## config.mk

```make
export PLATFORM = sky130hd
export DESIGN_NAME = bcd_to_binary
export DESIGN_NICKNAME = d
export VERILOG_FILES = /design/src/rtl/bcd_pkg.sv /design/src/rtl/bcd_digit_adjust.sv /design/src/rtl/bcd_to_binary_chk.sv /design/src/rtl/bcd_to_binary.sv
export SDC_FILE = /design/constraint.sdc
export NUM_CORES = 1
export LEC_CHECK = 0
export BUFFER_PORTS_ARGS = -buffer_cell sky130_fd_sc_hd__buf_2
export CAP_MARGIN = 10
export CORE_ASPECT_RATIO = 1.5
export CORE_MARGIN = 1.5
export CORE_UTILIZATION = 50
export DETAILED_ROUTE_END_ITERATION = 10
export PLACE_DENSITY = 0.76
export SYNTH_ARGS = -nofsm -noshare
export SYNTH_HDL_FRONTEND = slang
export SYNTH_SLANG_ARGS = --single-unit
```

## constraint.sdc

```tcl
create_clock -name clk -period 4.04 [get_ports clk]
set_input_delay 0.808 -clock clk [delete_from_list [all_inputs] [get_ports clk]]
set_output_delay 0.808 -clock clk [all_outputs]
set_load 0.05 [all_outputs]
```

## src/rtl/bcd_pkg.sv

```systemverilog
// Shared constants and state encoding for the BCD-to-binary converter.
package bcd_pkg;

    localparam int DIGIT_W           = 4;
    localparam int BCD_MAX           = 9;
    localparam int ADJ_THRESH        = 8;
    localparam int ADJ_VALUE         = 3;
    localparam int DEFAULT_DIGITS    = 8;
    localparam int DEFAULT_BIN_WIDTH = 27;

    typedef enum logic [1:0] {
        IDLE    = 2'd0,
        SHIFT   = 2'd1,
        CORRECT = 2'd2,
        OVER    = 2'd3
    } state_e;

endpackage

```

## src/rtl/bcd_digit_adjust.sv

```systemverilog
// Single-digit reverse double-dabble correction: digits >= 8 lose 3, others pass.
module bcd_digit_adjust
    import bcd_pkg::*;
(
    input  logic [DIGIT_W-1:0] digit_i,
    output logic [DIGIT_W-1:0] digit_o
);

    // Correct one digit after a right shift
    always_comb begin
        if (digit_i >= DIGIT_W'(ADJ_THRESH)) begin
            digit_o = digit_i - DIGIT_W'(ADJ_VALUE);
        end else begin
            digit_o = digit_i;
        end
    end

endmodule

```

## src/rtl/bcd_to_binary_chk.sv

```systemverilog
// Invariant checks for the converter: BCD register drains fully, OVER lasts one cycle.
module bcd_to_binary_chk
    import bcd_pkg::*;
#(
    parameter int BCD_W = 32
) (
    input logic             clk,
    input logic             rst,
    input state_e           state_i,
    input logic             err_i,
    input logic [BCD_W-1:0] bcd_i
);

    property p_bcd_drained;
        @(posedge clk) disable iff (rst)
            (state_i == OVER && !err_i) |-> (bcd_i == '0);
    endproperty

    property p_over_single;
        @(posedge clk) disable iff (rst)
            (state_i == OVER) |=> (state_i == IDLE);
    endproperty

    a_bcd_drained: assert property (p_bcd_drained)
        else $error("bcd register not drained at end of conversion");
    a_over_single: assert property (p_over_single)
        else $error("OVER state lasted more than one cycle");

endmodule

```

## src/rtl/bcd_to_binary.sv

```systemverilog
// Iterative packed-BCD to binary converter (reverse double-dabble) with
// start/ready/done handshake; DIGITS digits in, BIN_WIDTH-bit result out.
module bcd_to_binary
    import bcd_pkg::*;
#(
    parameter int DIGITS    = DEFAULT_DIGITS,
    parameter int BIN_WIDTH = DEFAULT_BIN_WIDTH
) (
    input  logic                   clk,
    input  logic                   rst,
    input  logic                   start,
    input  logic [4*DIGITS-1:0]    bcdValue,
    output logic                   ready,
    output logic                   done,
    output logic                   error,
    output logic [BIN_WIDTH-1:0]   binaryValue
);

    localparam int BCD_W = DIGIT_W * DIGITS;
    localparam int CNT_W = $clog2(BIN_WIDTH + 1);

    state_e               state_q,  state_d;
    logic [BCD_W-1:0]     bcd_q,    bcd_d;
    logic [BIN_WIDTH-1:0] bin_q,    bin_d;
    logic [CNT_W-1:0]     count_q,  count_d;
    logic                 err_q,    err_d;
    logic [BIN_WIDTH-1:0] result_q, result_d;

    logic [BCD_W-1:0]     adj_s;
    logic [CNT_W-1:0]     count_inc_s;
    logic                 any_bad_s;
    logic                 last_shift_s;

    genvar g;
    generate
        for (g = 0; g < DIGITS; g++) begin : g_adj
            bcd_digit_adjust u_adj (
                .digit_i (bcd_q[g*DIGIT_W +: DIGIT_W]),
                .digit_o (adj_s[g*DIGIT_W +: DIGIT_W])
            );
        end
    endgenerate

    assign count_inc_s  = count_q + CNT_W'(1);
    assign last_shift_s = (count_inc_s == CNT_W'(BIN_WIDTH));

    // Flag any input digit outside 0..9
    always_comb begin
        any_bad_s = 1'b0;
        for (int i = 0; i < DIGITS; i++) begin
            if (bcdValue[i*DIGIT_W +: DIGIT_W] > DIGIT_W'(BCD_MAX)) begin
                any_bad_s = 1'b1;
            end else begin
                any_bad_s = any_bad_s;
            end
        end
    end

    // State and datapath registers
    always_ff @(posedge clk or posedge rst) begin
        if (rst) begin
            state_q  <= IDLE;
            bcd_q    <= '0;
            bin_q    <= '0;
            count_q  <= '0;
            err_q    <= 1'b0;
            result_q <= '0;
        end else begin
            state_q  <= state_d;
            bcd_q    <= bcd_d;
            bin_q    <= bin_d;
            count_q  <= count_d;
            err_q    <= err_d;
            result_q <= result_d;
        end
    end

    // Next-state logic
    always_comb begin
        state_d = state_q;
        case (state_q)
            IDLE: begin
                if (start) begin
                    state_d = any_bad_s ? OVER : SHIFT;
                end else begin
                    state_d = IDLE;
                end
            end
            SHIFT: begin
                if (last_shift_s) begin
                    state_d = OVER;
                end else begin
                    state_d = CORRECT;
                end
            end
            CORRECT: state_d = SHIFT;
            OVER:    state_d = IDLE;
            default: state_d = IDLE;
        endcase
    end

    // Datapath next values; the last shift is never followed by a correction
    always_comb begin
        bcd_d    = bcd_q;
        bin_d    = bin_q;
        count_d  = count_q;
        err_d    = err_q;
        result_d = result_q;
        case (state_q)
            IDLE: begin
                if (start) begin
                    bcd_d   = bcdValue;
                    bin_d   = '0;
                    count_d = '0;
                    err_d   = any_bad_s;
                    if (any_bad_s) begin
                        result_d = '0;
                    end else begin
                        result_d = result_q;
                    end
                end else begin
                    bcd_d = bcd_q;
                end
            end
            SHIFT: begin
                bcd_d   = bcd_q >> 1;
                bin_d   = {bcd_q[0], bin_q[BIN_WIDTH-1:1]};
                count_d = count_inc_s;
            end
            CORRECT: bcd_d = adj_s;
            OVER: begin
                if (!err_q) begin
                    result_d = bin_q;
                end else begin
                    result_d = result_q;
                end
            end
            default: bcd_d = bcd_q;
        endcase
    end

    // Moore outputs decoded from registered state
    always_comb begin
        ready       = (state_q == IDLE);
        done        = (state_q == OVER);
        error       = err_q;
        binaryValue = result_q;
    end

    bcd_to_binary_chk #(
        .BCD_W (BCD_W)
    ) u_chk (
        .clk     (clk),
        .rst     (rst),
        .state_i (state_q),
        .err_i   (err_q),
        .bcd_i   (bcd_q)
    );

endmodule

```

==> out/qor.yml <==
synthesis:
  yosysWarnings: 0
  netlist_area_um2: 5420
  synth_nets: 624
  postSynth.asyncResetShare: 1.00
  yosysSeqAreaShare: 0.434
  syn-instance-count: 567
  ys.flop_type: "dfrtp_1"
  syn_area_per_cell_um2: 9.55
  synth_edf_count: 0
  synth.distinct_cells: 42
  ys_ff_latch: 94
drt:
  drt_iter0_markers: 267
  first_pass_iters: 5
  drt_wl_total_um: 12700
  antenna_left: 0
  vias_per_cell: 6.09
  post-route-drc-count: 0
  vias: 4584
  wire_per_inst_um: 16.8
layout:
  drive_gt1_frac: 0.181
  stdcell_count: 753
  design_area_um2: 6030
  finish.utilization: 0.569
  syn_to_final_growth_pct: 11.3
  nets: 662
  diodes: 0
timing:
  fmax_ghz: 0.363
  drv_slew: 0
  clock_skew_ns: 0.00501
  rsz0062_at_grt: "no"
  layout_min_cycle_time_ns: 2.75
  setup_viol: 0
  maxSlewHeadroom: 0.245
  fin_ws_ns: 1.29
  worstMarginPinSlew_ns: 1.13
  period_share: 0.681
  hold_viol_final: 0
  holdWs_ns: 0.483
  tns_ns: 0
setup_path:
  cp_cell_sequence: "inv_1, ha_1, buf_4, inv_1, o211ai_1, nand2_1, a32o_1"
  ff2ff_setup_slack_ns: 1.29
  cp-start-kind: "register"
  endpoint_kind: "register"
  crit_arrival_ns: 2.98
  worst_path_largest_cell_delay_ns: 0.66
  crit_top_cell: "inv_1"
  cp_max_fo: 22
  critPathSlowestCell: "ha_1"
  worstPathRequired_ns: 4.27
  critPathKind: "register to register"
power_and_ir_drop:
  power.leakage_nw: 2.75
  irDropWorstVdd_v: 0.000672
  p_comb_frac: 0.530
  power_mw: 4.95
  p_seq_frac: 0.299
  p_int_mw: 2.74
  switching_share: 0.446
  clock_power_share: 0.171
  power.density_nw_per_um2: 822
  p_switching_mw: 2.21
floorplan:
  core_region_area_um2: 10600
  die_h_um: 130
  die_x_um: 88.0
  num_rows: 46
  initial_core_util: 0.511
  die_area_um2: 11500
  io_pins: 65
clocking:
  path_clk_slew_ns: 0.06
  worstSkewPairLatency_ns: 0.34
  htreeDepth: 3
  post_cts_resized: 0
  root_buffer: "clkbuf_16"
  ctsHoldBuffers: 0
  clock-sinks: 94
  post-cts-setup-buffers: 0
  cts_buffer_depth: 2
  tritoncts: "done"
  numCtsBuffers: 9
global_route:
  overflow: 0
  track_usage: 0.236
  first_global_vias: 4515
  grt_pass1_wl_um: 21600
  antenna_found_initial: 0
  grt_max_degree: 41
placement:
  dpl_cell_area_um2: 5740
  gp_congestion: 0.819
  hpwl_um: 8320
  dpl_worst_slack_ns: 1.15
  dp_cells: 738
  portBuffers: 64
run_status:
  status: "finished clean"
job:
  maxCapViolCount: 0
hold_path:
  min_path_type: "input port to asynchronous set/reset pin"
==> cells in the final DEF, fill, tap and decap left out, types with 10 or more instances in the layout <==
master / count
inv_1: 59
a22o_1: 26
a31oi_1: 28
a221oi_1: 16
nand3_1: 29
buf_4: 12
buf_2: 64
o21ai_1: 20
nand2_1: 22
mux2_2: 12
a21oi_1: 15
o21ai_0: 43
ha_1: 22
a41oi_1: 27
xnor2_1: 10
nor2_1: 40
dfrtp_1: 94
==> power by group through the flow <==
stage,clock [mW],combinational [mW],sequential (mW)
floorplan,0,2.18,1.48
global placement,0,2.51,1.47
detailed placement,0,2.61,1.49
CTS,0.856,2.63,1.47
global route,0.900,2.90,1.52
finish,0.845,2.63,1.48
==> synthesized netlist by cell type (15+ instances only) <==
cell type | n | area share
dfrtp_1 | 94 | 0.43
inv_1 | 60 | 0.042
o21ai_0 | 43 | 0.040
nor2_1 | 40 | 0.028
nand3_1 | 29 | 0.027
a31oi_1 | 28 | 0.032
a41oi_1 | 27 | 0.044
a22o_1 | 26 | 0.042
ha_1 | 22 | 0.051
nand2_1 | 22 | 0.015
buf_2 | 20 | 0.018
o21ai_1 | 20 | 0.018
a221oi_1 | 16 | 0.026
a21oi_1 | 15 | 0.014
==> layer usage <==
metal | share of wire | vias to the layer above | track usage
li1 | - | 2129 | -
met1 | 0.42 | 2269 | 0.301
met2 | 0.51 | 167 | 0.394
met3 | 0.052 | 19 | 0.0521
met4 | 0.015 | 0 | 0.0803
met5 | 0 | - | 0
==> registers in the layout (all words and copies together), names as in the netlist <==
| register | count |
|---|---|
| state_q | 2 |
| bcd_q | 32 |
| binaryValue | 27 |
| error | 1 |
| bin_q | 27 |
| count_q | 5 |
==> worst max-delay path: cells and delay by family (launching register included) <==
family | cells | cell delay [ns]
and+or+nand+nor | 1 | 0.12
buffers and inverters | 3 | 0.73
AOI/OAI and AO/OA | 2 | 0.72
DFF | 1 | 0.41
adders and majority gates | 1 | 0.66
==> cells by family (layout without fill, tap and decap cells) <==
logic type                 count (synthesis)  after routing  share of synthesized area
xor gates and xnor gates                  11             11                     0.0178
AOI/OAI and AO/OA                        206            206                      0.271
buffers and inverters                    109            151                     0.0917
and+or+nand+nor                          100            100                     0.0822
adders and majority gates                 22             22                     0.0508
muxes                                     25             25                     0.0527
DFF                                       94             94                      0.434
==> layout make-up <==
cell class,instances,area (µm²)
clock buffers,12,246
clock inverters,3,45.0
fillers,969,4560
inverters,60,226
multi-input cells,364,2570
flip-flops and latches,94,2350
well taps,144,180
repair buffers,76,410
==> final timing paths <==
| check | startpoint | to | depth (start not counted) |
|---|---|---|---|
| worst min register to register | bin_q[0] | bin_q[0] | 1 |
| worst max register to register | state_q[0] | bcd_q[31] | 7 |
| worst min-delay path | rst | bin_q[13] | 2 |
| min in group clk | bin_q[0] | bin_q[0] | 1 |
| worst max-delay path | state_q[0] | bcd_q[31] | 7 |
| max in group asynchronous | rst | binaryValue[1] | 3 |
No activity file was read; power rests on OpenSTA's default activity.
